==> src/rtl/fl_pkg.sv <==
// Shared float package: default word format and divider FSM state encoding.
package fl_pkg;

    localparam int unsigned EXP_DEF = 8;
    localparam int unsigned MAN_DEF = 23;

    typedef enum logic [1:0] {
        ST_IDLE = 2'd0,
        ST_RUN  = 2'd1,
        ST_DONE = 2'd2
    } div_state_t;

endpackage

==> src/rtl/fl_div_step.sv <==
// Restoring-division datapath: holds remainder, divisor and quotient, and
// produces one quotient bit per enabled cycle.
module fl_div_step
    import fl_pkg::*;
#(
    parameter int unsigned MAN = MAN_DEF
) (
    input  logic           clk,
    input  logic           rst,
    input  logic           load,
    input  logic           en,
    input  logic [MAN-1:0] m1,
    input  logic [MAN-1:0] m2,
    output logic [MAN-1:0] q
);

    logic [MAN:0]   r;
    logic [MAN-1:0] d;
    logic           qbit_c;
    logic [MAN-1:0] rem_c;

    // Remainder after a conditional subtract is always below the divisor,
    // so its top bit is dropped before the shift.
    always_comb begin
        qbit_c = (r >= {1'b0, d});
        rem_c  = qbit_c ? MAN'(r - {1'b0, d}) : r[MAN-1:0];
    end

    always_ff @(posedge clk or posedge rst) begin
        if (rst) begin
            r <= '0;
            d <= '0;
            q <= '0;
        end else if (load) begin
            r <= {1'b0, m1};
            d <= m2;
            q <= '0;
        end else if (en) begin
            r <= {rem_c, 1'b0};
            q <= {q[MAN-2:0], qbit_c};
        end
    end

endmodule

==> src/rtl/fl_div_seq.sv <==
// Sequential floating-point divider: one quotient bit per cycle, unnormalized
// result with exponent saturation and divide-by-zero flagging.
module fl_div_seq
    import fl_pkg::*;
#(
    parameter int unsigned EXP = EXP_DEF,
    parameter int unsigned MAN = MAN_DEF
) (
    input  logic               clk,
    input  logic               rst,
    input  logic               start,
    input  logic [MAN+EXP:0]   in1,
    input  logic [MAN+EXP:0]   in2,
    output logic               busy,
    output logic               done,
    output logic [MAN+EXP:0]   out,
    output logic               dz,
    output logic               ovf
);

    localparam int unsigned W  = MAN + EXP + 1;
    localparam int unsigned CW = $clog2(MAN + 1);
    localparam int unsigned EW = EXP + 2;
    localparam logic signed [EW-1:0] E_HI = EW'((2 ** (EXP - 1)) - 1);
    localparam logic signed [EW-1:0] E_LO = ~E_HI;

    div_state_t             state;
    logic [CW-1:0]          cnt;
    logic                   s_r;
    logic                   dz_r;
    logic [EXP-1:0]         e1_r;
    logic [EXP-1:0]         e2_r;
    logic [MAN-1:0]         q;
    logic                   load_c;
    logic                   step_c;
    logic                   m2_zero_c;
    logic signed [EW-1:0]   e_calc_c;
    logic [W-1:0]           res_c;
    logic                   ovf_c;

    assign m2_zero_c = (in2[MAN-1:0] == '0);
    assign load_c    = (state == ST_IDLE) && start;
    assign step_c    = (state == ST_RUN) && (cnt != CW'(MAN)) && !dz_r;

    fl_div_step #(
        .MAN (MAN)
    ) u_step (
        .clk  (clk),
        .rst  (rst),
        .load (load_c),
        .en   (step_c),
        .m1   (in1[MAN-1:0]),
        .m2   (in2[MAN-1:0]),
        .q    (q)
    );

    // Exponent widened by two bits so the difference never wraps.
    assign e_calc_c = {{2{e1_r[EXP-1]}}, e1_r} - {{2{e2_r[EXP-1]}}, e2_r} - EW'(MAN - 1);

    always_comb begin
        res_c = {s_r, e_calc_c[EXP-1:0], q};
        ovf_c = 1'b0;
        if (dz_r) begin
            res_c = {s_r, E_HI[EXP-1:0], {MAN{1'b1}}};
        end else if (e_calc_c > E_HI) begin
            res_c = {s_r, E_HI[EXP-1:0], {MAN{1'b1}}};
            ovf_c = 1'b1;
        end else if (e_calc_c < E_LO) begin
            res_c = {s_r, E_LO[EXP-1:0], {MAN{1'b0}}};
        end
    end

    // Divide-by-zero presets the counter so RUN lasts two cycles with no steps.
    always_ff @(posedge clk or posedge rst) begin
        if (rst) begin
            state <= ST_IDLE;
            cnt   <= '0;
            s_r   <= 1'b0;
            dz_r  <= 1'b0;
            e1_r  <= '0;
            e2_r  <= '0;
            busy  <= 1'b0;
            done  <= 1'b0;
            out   <= '0;
            dz    <= 1'b0;
            ovf   <= 1'b0;
        end else begin
            done <= 1'b0;
            case (state)
                ST_IDLE: begin
                    if (start) begin
                        state <= ST_RUN;
                        busy  <= 1'b1;
                        s_r   <= in1[W-1] ^ in2[W-1];
                        e1_r  <= in1[W-2:MAN];
                        e2_r  <= in2[W-2:MAN];
                        dz_r  <= m2_zero_c;
                        cnt   <= m2_zero_c ? CW'(MAN - 1) : '0;
                    end
                end
                ST_RUN: begin
                    if (cnt == CW'(MAN)) begin
                        state <= ST_DONE;
                        done  <= 1'b1;
                        out   <= res_c;
                        dz    <= dz_r;
                        ovf   <= ovf_c;
                    end else begin
                        cnt <= cnt + CW'(1);
                    end
                end
                ST_DONE: begin
                    state <= ST_IDLE;
                    busy  <= 1'b0;
                end
                default: begin
                    state <= ST_IDLE;
                    busy  <= 1'b0;
                end
            endcase
        end
    end

endmodule

==> config.mk <==
export PLATFORM = sky130hd
export DESIGN_NAME = fl_div_seq
export DESIGN_NICKNAME = d
export VERILOG_FILES = /design/src/rtl/fl_pkg.sv /design/src/rtl/fl_div_step.sv /design/src/rtl/fl_div_seq.sv
export SDC_FILE = /design/constraint.sdc
export NUM_CORES = 1
export LEC_CHECK = 0
export ABC_AREA = 1
export BUFFER_PORTS_ARGS = -buffer_cell sky130_fd_sc_hd__buf_2
export CORE_ASPECT_RATIO = 0.5
export CORE_MARGIN = 2
export CORE_UTILIZATION = 53
export DETAILED_ROUTE_END_ITERATION = 12
export GPL_ROUTABILITY_DRIVEN = 1
export GPL_TIMING_DRIVEN = 0
export PLACE_DENSITY = 0.77
export RECOVER_POWER = 50
export SETUP_SLACK_MARGIN = 0.2
export SKIP_CTS_REPAIR_TIMING = 1
export SYNTH_ARGS = -nofsm -noshare
export SYNTH_HDL_FRONTEND = slang
export SYNTH_SLANG_ARGS = --single-unit
==> constraint.sdc <==
create_clock -name clk -period 3.4 [get_ports clk]
set_input_delay 0.17 -clock clk [delete_from_list [all_inputs] [get_ports clk]]
set_output_delay 0.17 -clock clk [all_outputs]
set_load 0.005 [all_outputs]
# Word level (Yosys, flattened, before mapping)
# Index checks and enable logic that the tools add are counted.
[word_totals] in_bits=67 mem_count=0 mem_bits_ro=0 wordCells=63 out_inout_bits=36 latchBits=0 reg_bits=131 mem_bits_rw=0
[classes] n_mux=21 bitwise=2 n_shift=0 order_cmp=3 mul=0 add_sub_neg=4 reduce_logical=13 n_eq_ne=6 div_mod_pow=0
[op_table] op="$mux 31" n=3
[op_table] op="$mux 23" n=3
[op_table] op="$mux 24" n=2
[op_table] op="$ge 24x23->1" n=1
[op_table] op="$logic_not 23->1" n=1
[op_table] op="$sub 23x23->23" n=1
[op_table] op="$mux 5" n=3
[op_table] op="$gt 10x8->1 const B" n=1
[op_table] op="$lt 10x8->1 const B" n=1
[op_table] op="$pmux 5 s2" n=1
[op_table] op="$sub 9x6->10 const B" n=1
[op_table] op="$sub 8x8->9" n=1
[op_table] op="$reduce_and 2->1" n=4
[op_table] op="$add 5x1->5 const B" n=1
[op_table] op="$eq 5x5->1 const B" n=1
[op_table] op="$mux 1" n=5
[op_table] op="$ne 5x5->1 const B" n=1
[op_table] op="$mux 2" n=2
[op_table] op="$ne 2x2->1 const B" n=2
[op_table] op="$pmux 2 s2" n=1
[op_table] op="$reduce_bool 2->1" n=2
[op_table] op="$logic_and 1x1->1" n=3
[op_table] op="$reduce_and 3->1" n=1
[op_table] op="$eq 2x1->1 const B" n=1
[op_table] op="6 further kinds" n=6

# Longest topological paths before layout
# Gate-level depths: netlist of the first run.
[logic_depth] depth_word=6 depth_mapped=15 depth_no_buf=14

# Modules after synthesis
# A second synthesis of the first run with hierarchy kept.
[unflattened] cells_unflattened=1078 area_unflattened_um2=7916.3
[modules_own_cells] module="fl_div_step" instances=1 area_each_um2=4714.5 seq_area_each_um2=1751.7 cells_per_inst=704
[modules_own_cells] module="fl_div_seq" instances=1 area_each_um2=3201.8 seq_area_each_um2=1526.5 cells_per_inst=374

# Worst setup path after synthesis of the first run
# No wires, ideal clock.
[synth_path] path_kind="reg-to-reg" start="reg e2_r[1]" end="reg out[0]" path_buffers=1 path_stages_with_launch=12 period_less_slack_ps=2153 t_required_ps=3279 arrival_time_ps=2032 setup_ps=121 path_slack_ps=1247 path_cell_list="dfrtp_1 ha_1 inv_1 ha_1 fa_1 nand4_1 nand3_1 nand2_1 nand3_1 a21oi_2 buf_4 a21oi_1"
[synth_between] elab_chain_cells=6 word_cells_on_any_way=7 cone_classes="2 x add/sub; 2 x order compare; 3 x mux"
[synth_lines] element="start: declaration" line="fl_div_seq.sv:32" rtl="logic [EXP-1:0] e2_r;"
[synth_lines] element="start signal: assignment" line="fl_div_seq.sv:96" rtl="e2_r <= in2[W-2:MAN];"
[synth_lines] element="$sub 8x8->9 *" line="fl_div_seq.sv:58" rtl="assign e_calc_c = {{2{e1_r[EXP-1]}}, e1_r} - {{2{e2_r[EXP-1]}}, e2_r} - EW'(MAN - 1);"
[synth_lines] element="$sub 9x6->10 *" line="fl_div_seq.sv:58"
[synth_lines] element="$lt 10x8->1" line="fl_div_seq.sv:68" rtl="end else if (e_calc_c < E_LO) begin"
[synth_lines] element="$mux 31" line="fl_div_seq.sv:68"
[synth_lines] element="$mux 31 *" line="fl_div_seq.sv:65" rtl="end else if (e_calc_c > E_HI) begin"
[synth_lines] element="$mux 31 *" line="fl_div_seq.sv:63" rtl="if (dz_r) begin"
[synth_lines] element="end signal: assignment" line="fl_div_seq.sv:105" rtl="out <= res_c;"
[synth_lines] element="end: declaration" line="fl_div_seq.sv:16" rtl="output logic [MAN+EXP:0] out,"
# Mark *: on every way between the ends. The rest lies on a longest branch, timed or not.
# A chain may end at the register's enable or synchronous reset.

# Worst setup path in the final report of the first run
[layout_path] start="reg e1_r[4]" end="reg out[25]"
[layout_between] elab_chain_cells=6 word_cells_on_any_way=7 cone_classes="2 x add/sub; 2 x order compare; 3 x mux"
[layout_lines] element="start: declaration" line="fl_div_seq.sv:31" rtl="logic [EXP-1:0] e1_r;"
[layout_lines] element="start signal: assignment" line="fl_div_seq.sv:95" rtl="e1_r <= in1[W-2:MAN];"
[layout_lines] element="$sub 8x8->9 *" line="fl_div_seq.sv:58"
[layout_lines] element="$sub 9x6->10 *" line="fl_div_seq.sv:58"
[layout_lines] element="$lt 10x8->1" line="fl_div_seq.sv:68"
[layout_lines] element="$mux 31" line="fl_div_seq.sv:68"
[layout_lines] element="$mux 31 *" line="fl_div_seq.sv:65"
[layout_lines] element="$mux 31 *" line="fl_div_seq.sv:63"
# Marks and branches as above.

==> results of run 1 <==
-- cell usage after synthesis, drive strengths merged --
cell / number / share of area
a31oi: 2 / 0.0016
o21bai: 8 / 0.0078
a21boi: 1 / 0.00098
and2: 2 / 0.0016
o21ai: 57 / 0.037
clkbuf: 16 / 0.0078
inv: 166 / 0.081
nor3: 5 / 0.0033
dfrtp: 131 / 0.43
a21o: 1 / 0.00098
nand4: 23 / 0.021
o22ai: 21 / 0.017
xor2: 8 / 0.0091
nor2: 98 / 0.053
nor3b: 1 / 0.00098
fa: 2 / 0.0052
nor4: 2 / 0.0016
nand3: 51 / 0.034
a22oi: 14 / 0.014
or2: 4 / 0.0033
ha: 39 / 0.063
nand2: 298 / 0.15
nand3b: 1 / 0.00098
xnor2: 5 / 0.0057
o211ai: 1 / 0.00098
buf: 16 / 0.014
a21oi: 57 / 0.038
-- per-layer routing --
| metal | track usage | up-vias |
|---|---|---|
| li1 | - | 3584 |
| met1 | 0.384 | 3377 |
| met2 | 0.465 | 228 |
| met3 | 0.0493 | 47 |
| met4 | 0.109 | 0 |
| met5 | 0 | - |
-- worst max-delay path by stage --
stage	start	to	slack, ns	depth (start not counted)
finish	e1_r[4]$_DFFE_PP0P_	out[25]$_DFFE_PP0P_	0.84	11
global route	e1_r[1]$_DFFE_PP0P_	out[25]$_DFFE_PP0P_	0.70	14
CTS	e2_r[1]$_DFFE_PP0P_	out[25]$_DFFE_PP0P_	0.88	12
detailed placement	e2_r[1]$_DFFE_PP0P_	out[18]$_DFFE_PP0P_	1.00	11
global placement	rst	u_step.r[16]$_DFFE_PP0P_	0.80	2
floorplan	e2_r[1]$_DFFE_PP0P_	out[0]$_DFFE_PP0P_	1.25	11
-- final cells by class --
type,count,area (um^2)
Antenna cell,1,2.50
Buffer,32,171
Fill cell,1268,5060
Sequential cell,131,3280
Inverter,166,624
Clock inverter,14,168
Timing Repair Buffer,124,722
Tap cell,198,248
Multi-Input combinational cell,701,3610
Clock buffer,18,429
-- metrics by stage --
stage | std cells | util | hold WS, ns
2_1_floorplan | 1030 | - | 0.280
3_3_place_gp | 1330 | 0.590 | 0.368
3_5_place_dp | 1333 | 0.594 | 0.302
4_1_cts | 1365 | 0.636 | -0.147
5_1_grt | 1384 | 0.646 | 0.00153
6_report | 1385 | 0.646 | -0.0334
-- worst reg2reg max path, delay by kind of cell, from the launching register on --
| kind | cells | cell delay, ns |
|---|---|---|
| adder cells (fa/ha/maj) | 2 | 0.74 |
| buffers and inverters | 2 | 0.27 |
| AO/OA/AOI/OAI | 2 | 0.45 |
| flip-flops | 1 | 0.39 |
| AND/OR/NAND/NOR | 5 | 0.62 |
-- flip-flops by register name, indices dropped and copies added (netlist names), 2 cells and up --
| signal | cells |
|---|---|
| e2_r | 8 |
| state | 2 |
| e1_r | 8 |
| out | 32 |
| u_step.q | 23 |
| u_step.r | 24 |
| u_step.d | 23 |
| cnt | 5 |
-- cell families (layout without fill, tap and decap cells) --
group / after synthesis / after routing / synth area share
flops: 131 / 131 / 0.427
fa+ha+maj: 41 / 41 / 0.0687
other cells: 0 / 1 / 0
simple gates: 485 / 485 / 0.268
buf+inv: 198 / 354 / 0.103
xor+xnor: 13 / 13 / 0.0148
compound gates: 162 / 162 / 0.118
-- placed cells by master, fill, tap and decap left out, drive strengths merged, types with 8 or more instances in the layout --
cell,synthesis,final
inv,166,172
o22ai,21,21
nor2,98,98
buf,16,101
nand4,23,23
nand2,298,298
a22oi,14,14
o21bai,8,8
dfrtp,131,131
ha,39,39
dlygate4sd3,0,19
nand3,51,51
a21oi,57,57
xor2,8,8
o21ai,57,57
clkbuf,16,54
==> impl_metrics.py, run 1 <==
metrics = {
    "outcome": {
        "status": "finished with violations",
        "violations": "negative hold slack",
    },
    "die": {
        "coreArea_um2": 14300,
        "dieArea_um2": 15500,
        "rows": 31,
        "die_w_um": 174,
        "io_pins": 103,
        "start_util": 0.537,
        "die_y_um": 89.1,
    },
    "sta": {
        "setup_violations": 0,
        "fin_skew_ns": 0.0137,
        "timing.final.ws_setup_ns": 0.836,
        "period_share": 0.754,
        "fin_hold_ws_ns": -0.0334,
        "relSlewSlack": 0.0753,
        "finalCriticalPeriod_ns": 2.56,
        "tns_ns": 0,
        "grt_setup_unrepaired": "no",
        "max_freq_ghz": 0.390,
        "hold_viol_final": 6,
        "tightest_slew_ns": 1.38,
        "drv_slew": 0,
    },
    "clocking": {
        "clk_path_buf_depth": 2,
        "cts_htree_levels": 4,
        "clk_pin_slew_ns": 0.07,
        "cts_tree": "yes",
        "worstSkewPairLatency_ns": 0.43,
        "cts_buffers": 17,
        "cts_sinks": 131,
        "clock-root-buffer": "clkbuf_16",
    },
    "setup_path": {
        "rrSetupSlack_ns": 0.84,
        "required_ns": 3.74,
        "r2r_end": "out[25]$_DFFE_PP0P_",
        "crit_buf_inv": 2,
        "cpMaxStageDelayCell": "ha_1",
        "path_common_cell": "nand2_1",
        "path_cells": "ha_1, ha_1, nand2_1, nand3_1, nand4_1, a21oi_2, inv_1, nand2_1, buf_4, nand2_1, a21oi_1",
        "end_kind": "flop",
        "r2r-start": "e1_r[4]$_DFFE_PP0P_",
        "cp.arrival_ns": 2.90,
        "reg2reg_depth": 11,
        "crit_path_max_fanout": 10,
        "setup.worst_path.class": "flop to flop",
        "cp_slowest_stage_delay_ns": 0.43,
        "cp_top_family": "adder cells",
        "cp-start-kind": "flop",
    },
    "global_routing": {
        "grt_max_degree": 38,
        "grt_pass1_vias": 6944,
        "grt-ovfl-total": 0,
        "grt_use_total": 0.284,
        "grt_antenna_before_repair": 1,
        "grt_pass1_wl_um": 34100,
    },
    "drt": {
        "drc": 0,
        "routed-wl-met3_um": 1240,
        "drtIter0Drc": 456,
        "wire_per_inst_um": 15.3,
        "wl_um": 21200,
        "m1WireLength_um": 10000,
        "top_layer": "met4",
        "met2_length_um": 9350,
        "ant_nets": 0,
        "vias": 7236,
        "first_pass_iters": 7,
        "drt-vias-per-instance": 5.22,
    },
    "yosys": {
        "synthesis.nets": 1138,
        "synth_area_um2": 7680,
        "ys_seq_area_frac": 0.427,
        "synth_warnings": 0,
        "syn_inst": 1030,
        "synth.distinct_cells": 40,
        "ys_ff_latch": 131,
        "syn_avg_cell_area_um2": 7.46,
    },
    "finish": {
        "nNetsFinal": 1281,
        "areaGrowthSynthToFinish_pct": 20.4,
        "design_area_um2": 9250,
        "drive_gt1_frac": 0.132,
    },
    "place": {
        "io_buffers": 102,
        "hpwl_um": 15700,
        "post-place-ws_ns": 1.00,
        "post_dp_cell_area_um2": 8510,
        "gp_congestion": 0.958,
    },
    "worst_hold_path": {
        "min_path_cells": 3,
        "worstHoldPathType": "input port to flop",
        "min_from": "in1[28]",
        "whs_endpoint": "e1_r[5]$_DFFE_PP0P_",
    },
    "run": {
        "cap_violations": 0,
    },
}
Power of run 1 is left out: the tool's default activity adds up to more than one toggle a clock period on the data nets, which glitch-free logic cannot reach.
==> run 2, diff against run 1 <==
Settings changed: CORE_UTILIZATION 53 to 55.
Clock period 3.4 ns to 2.5 ns, I/O delays scaled along.
==> run 2 against run 1 <==
  * The flow finishes with violations (negative hold slack, max-capacitance violations, max-slew violations)
  * Clock-buffer cell count is 1 lower
  * Maximum frequency is 4.0% higher
  * Clock skew hardly changed
  * Via count is 6.7% higher
  * Die area is 3.5% lower
  * Highest routed layer unchanged
  * Largest cell class unchanged
  * Sequential share of layout area is 3.4 points lower
  * Critical path depth is 2 higher
==> impl_metrics.py, run 2 (synthesis gave the netlist of run 1 again) <==
metrics = {
    "global_routing": {
        "grt_pass1_vias": 6652,
        "grt_use_total": 0.291,
        "grt_pass1_wl_um": 33400,
        "grt_antenna_before_repair": 0,
        "grt_max_degree": 40,
        "grt-ovfl-total": 0,
    },
    "clocking": {
        "cts_sinks": 131,
        "cts_tree": "yes",
        "clk_path_buf_depth": 2,
        "cts_buffers": 17,
        "clock-root-buffer": "clkbuf_16",
        "clk_pin_slew_ns": 0.07,
        "worstSkewPairLatency_ns": 0.43,
        "cts_htree_levels": 4,
    },
    "setup_path": {
        "cp.arrival_ns": 2.77,
        "cp-start-kind": "flop",
        "end_kind": "flop",
        "setup.worst_path.class": "flop to flop",
        "required_ns": 2.80,
        "crit_path_max_fanout": 6,
    },
    "sta": {
        "fin_hold_ws_ns": -0.0279,
        "drv_slew": 39,
        "setup_violations": 0,
        "relSlewSlack": -0.163,
        "hold_viol_final": 13,
        "tns_ns": 0,
        "max_freq_ghz": 0.406,
        "period_share": 0.986,
        "finalCriticalPeriod_ns": 2.47,
        "tightest_slew_ns": 1.73,
        "grt_setup_unrepaired": "yes",
        "fin_skew_ns": 0.0135,
    },
    "run": {
        "cap_violations": 1,
    },
    "drt": {
        "drt-vias-per-instance": 5.41,
        "drc": 0,
        "drtIter0Drc": 665,
        "first_pass_iters": 5,
        "wire_per_inst_um": 16.3,
        "wl_um": 23200,
        "vias": 7722,
        "ant_nets": 0,
    },
    "place": {
        "io_buffers": 102,
        "hpwl_um": 15700,
        "gp_congestion": 0.953,
    },
    "finish": {
        "nNetsFinal": 1331,
        "largest_reg_flops": 32,
        "layout_common_cells": "nand2_1 (280), inv_1 (153), dfrtp_1 (128), buf_2 (91), nor2_1 (87)",
        "areaGrowthSynthToFinish_pct": 33.3,
        "regMostFlops": "out",
        "drive_gt1_frac": 0.214,
        "final_common_cell": "nand2_1",
        "diodes": 0,
        "reg_top3": "out x32, u_step.r x24",
    },
    "outcome": {
        "status": "finished with violations",
        "violations": "negative hold slack, max-capacitance violations, max-slew violations",
    },
    "worst_hold_path": {
        "worstHoldPathType": "input port to flop",
    },
    "die": {
        "start_util": 0.566,
        "die_w_um": 171,
        "rows": 30,
        "dieArea_um2": 15000,
        "io_pins": 103,
        "coreArea_um2": 13600,
        "die_y_um": 87.6,
    },
}
## run 2: cell types whose count changed in the layout (fill, tap and decap cells not counted), moves of 9 or more
cell / before / now
a21oi_2: 2 / 11
ha_4: 0 / 20
nand2_1: 293 / 280
ha_1: 39 / 12
buf_4: 6 / 22
dlygate4sd3_1: 19 / 38
a21oi_1: 55 / 44
## run 2: cell type report
type                    count  area (um^2)
plain buffers              32          215
inverters                 166          624
fillers                  1056         3350
clock buffers              17          425
repair buffers            173         1220
flip-flops and latches    131         3280
multi-input cells         702         4080
clock inverters            15          160
well taps                 192          240
## run 2: worst paths after layout
| kind | cells after the start | startpoint | to | slack, ns |
|---|---|---|---|---|
| worst max-delay path | 13 | e2_r[1]$_DFFE_PP0P_ | out[27]$_DFFE_PP0P_ | 0.03 |
| worst min-delay path | 3 | in1[8] | u_step.r[8]$_DFFE_PP0P_ | -0.03 |
| worst max register to register | 13 | e2_r[1]$_DFFE_PP0P_ | out[27]$_DFFE_PP0P_ | 0.03 |
| worst min register to register | 2 | u_step.d[9]$_DFFE_PP0P_ | u_step.d[9]$_DFFE_PP0P_ | 0.49 |
| max in group asynchronous | 5 | rst | u_step.d[1]$_DFFE_PP0P_ | 0.45 |
| min in group asynchronous | 3 | rst | u_step.q[5]$_DFFE_PP0P_ | 0.67 |
## run 2: through the flow
stage / cell area (um^2) / worst slack, ns / hold slack [ns] / cells / utilization
2_1_floorplan: 7690 / 0.347 / 0.235 / 1030 / -
3_3_place_gp: 8440 / -0.0826 / 0.323 / 1324 / 0.621
3_5_place_dp: 8500 / 0.0295 / 0.327 / 1327 / 0.626
4_1_cts: 9080 / 0.00262 / -0.114 / 1359 / 0.669
5_1_grt: 10200 / -0.0161 / 0.000326 / 1428 / 0.754
6_report: 10200 / 0.0346 / -0.0279 / 1428 / 0.754
## run 2: worst max-delay path, stage by stage (launching register included)
cell	delay, ns
dfrtp_1	0.38
ha_1	0.32
inv_2	0.06
ha_4	0.16
fa_2	0.39
nand3_2	0.08
nand3_2	0.08
nand4_1	0.12
a21oi_2	0.09
buf_4	0.15
a21oi_4	0.16
buf_12	0.15
buf_8	0.12
a21oi_1	0.07
## run 2: metal layers
layer  vias up  share of wire  wire length (um)  global-route usage
met5         -              0                 0                   0
met4         0          0.017               401              0.0909
met3        29          0.070              1620              0.0529
met2       309           0.45             10600               0.454
met1      3699           0.46             10600               0.417
li1       3685              -                 -                   -
Power of run 2 is left out for the same reason.
==> run 3, diff against run 2 <==
Settings changed: CAP_MARGIN set to 10, CORE_UTILIZATION 55 to 60, PLACE_DENSITY 0.77 to 0.83.
Clock period 2.5 ns to 3.1 ns, I/O delays scaled along.
==> run 3 against run 2 <==
  * The flow finishes with violations (negative hold slack)
  * Maximum frequency is 4.1% lower
  * Wire length decreased by 9.3%
  * First-iteration DRC count decreased by 18%
  * Hold slack worse by 0.025 ns
  * Non-clock buffer count decreased by 46
  * Cell count is 4.8% lower
  * Via count fell by 4.4%
  * Clock skew shrank 0.0064 ns
  * Global-route usage is 3.0 points higher
==> impl_metrics.py, run 3 (synthesis gave the netlist of run 1 again) <==
metrics = {
    "clocking": {
        "clk_pin_slew_ns": 0.06,
        "cts_sinks": 131,
        "clk_path_buf_depth": 2,
        "clock-root-buffer": "clkbuf_16",
        "cts_buffers": 17,
        "cts_tree": "yes",
        "worstSkewPairLatency_ns": 0.43,
        "cts_htree_levels": 4,
    },
    "die": {
        "coreArea_um2": 12600,
        "io_pins": 103,
        "start_util": 0.610,
        "dieArea_um2": 13800,
        "die_w_um": 164,
        "rows": 29,
        "die_y_um": 84.0,
    },
    "place": {
        "placed_cells": 1305,
        "hpwl_um": 15300,
        "gp_congestion": 0.976,
        "io_buffers": 102,
    },
    "finish": {
        "layout_common_cells": "nand2_1 (293), inv_1 (161), dfrtp_1 (131), nor2_1 (89), buf_2 (89)",
        "drive_gt1_frac": 0.133,
        "multiInputGateArea_um2": 3610,
        "largest_reg_flops": 32,
        "final_common_cell": "nand2_1",
        "regArea_um2": 3280,
        "instances_no_fill": 1359,
        "num-fill-cells": 993,
        "nNetsFinal": 1284,
        "regMostFlops": "out",
        "utilization": 0.731,
        "diodes": 0,
        "areaGrowthSynthToFinish_pct": 19.8,
        "reg_top3": "out x32, u_step.r x24",
    },
    "drt": {
        "ant_nets": 0,
        "drt-vias-per-instance": 5.43,
        "vias": 7379,
        "drc": 0,
        "wl_um": 21000,
        "first_pass_iters": 5,
        "drtIter0Drc": 548,
        "wire_per_inst_um": 15.5,
    },
    "setup_path": {
        "cp.arrival_ns": 2.91,
        "crit_path_max_fanout": 10,
        "required_ns": 3.44,
        "setup.worst_path.class": "flop to flop",
        "end_kind": "flop",
        "cp-start-kind": "flop",
    },
    "sta": {
        "max_freq_ghz": 0.389,
        "period_share": 0.829,
        "tightest_slew_ns": 1.21,
        "drv_slew": 0,
        "fin_hold_ws_ns": -0.0525,
        "setup_violations": 0,
        "hold_viol_final": 13,
        "tns_ns": 0,
        "fin_skew_ns": 0.00711,
        "grt_setup_unrepaired": "no",
        "relSlewSlack": 0.187,
        "finalCriticalPeriod_ns": 2.57,
    },
    "global_routing": {
        "grt_use_total": 0.321,
        "grt-ovfl-total": 0,
        "grt_pass1_wl_um": 34300,
        "grt_pass1_vias": 7060,
        "grt_antenna_before_repair": 0,
        "grt_max_degree": 39,
    },
    "outcome": {
        "status": "finished with violations",
        "violations": "negative hold slack",
    },
    "run": {
        "cap_violations": 0,
    },
    "worst_hold_path": {
        "worstHoldPathType": "input port to flop",
    },
}
run 3: changes by cell type in the layout (fill, tap and decap cells not counted), moves of 8 or more:
cell and change:
buf_4 -16, inv_1 +8, dlygate4sd3_1 -16, nand2_1 +13, a21oi_1 +11, ha_1 +27
a21oi_2 -9, ha_4 -20, inv_2 -8
run 3: cell type report:
class / instances / share of cell area
clock buffer: 17 / 0.0462
buffer: 32 / 0.0186
inverter: 166 / 0.0678
timing repair buffer: 127 / 0.0818
multi-input combinational: 701 / 0.392
clock inverter: 15 / 0.0149
tap: 170 / 0.0231
sequential: 131 / 0.356
run 3: final timing paths:
path                       slack (ns)                startpoint  cells past startpoint                        to
max in group asynchronous        0.96                       rst                      5  u_step.d[20]$_DFFE_PP0P_
setup / recovery                 0.53       e1_r[1]$_DFFE_PP0P_                     14       out[17]$_DFFE_PP0P_
setup reg to reg                 0.53       e1_r[1]$_DFFE_PP0P_                     14       out[17]$_DFFE_PP0P_
hold / removal                  -0.05                   in2[25]                      3       e2_r[2]$_DFFE_PP0P_
hold reg to reg                  0.48  u_step.d[16]$_DFFE_PP0P_                      2  u_step.d[16]$_DFFE_PP0P_
min in group asynchronous        0.53                       rst                      3       out[27]$_DFFE_PP0P_
run 3: worst max-delay path, stage by stage (launching register included):
cell and delay [ns]:
dfrtp_1 0.32, inv_1 0.05, ha_1 0.29, inv_1 0.06, ha_1 0.18, fa_1 0.25
nand3_1 0.09, nand3_1 0.13, nand4_1 0.13, a21oi_2 0.30, inv_1 0.08, nand2_1 0.16
buf_4 0.20, nand2_1 0.07, a21oi_1 0.17
run 3: metal layers:
metal / part of all wire / routed length (um) / GRT usage / up-vias
met5: 0 / 0 / 0 / -
met1: 0.45 / 9430 / 0.445 / 3427
met2: 0.45 / 9470 / 0.511 / 314
met4: 0.025 / 530 / 0.104 / 0
li1: - / - / - / 3592
met3: 0.077 / 1620 / 0.0626 / 46
run 3: through the flow:
stage	hold WS, ns	worst slack [ns]	area [um^2]
2_1_floorplan	0.265	0.947	7690
3_3_place_gp	0.351	0.524	8410
3_5_place_dp	0.271	0.653	8470
4_1_cts	-0.179	0.581	9030
5_1_grt	0.00240	0.370	9210
6_report	-0.0525	0.529	9210
Power of run 3 is left out for the same reason.
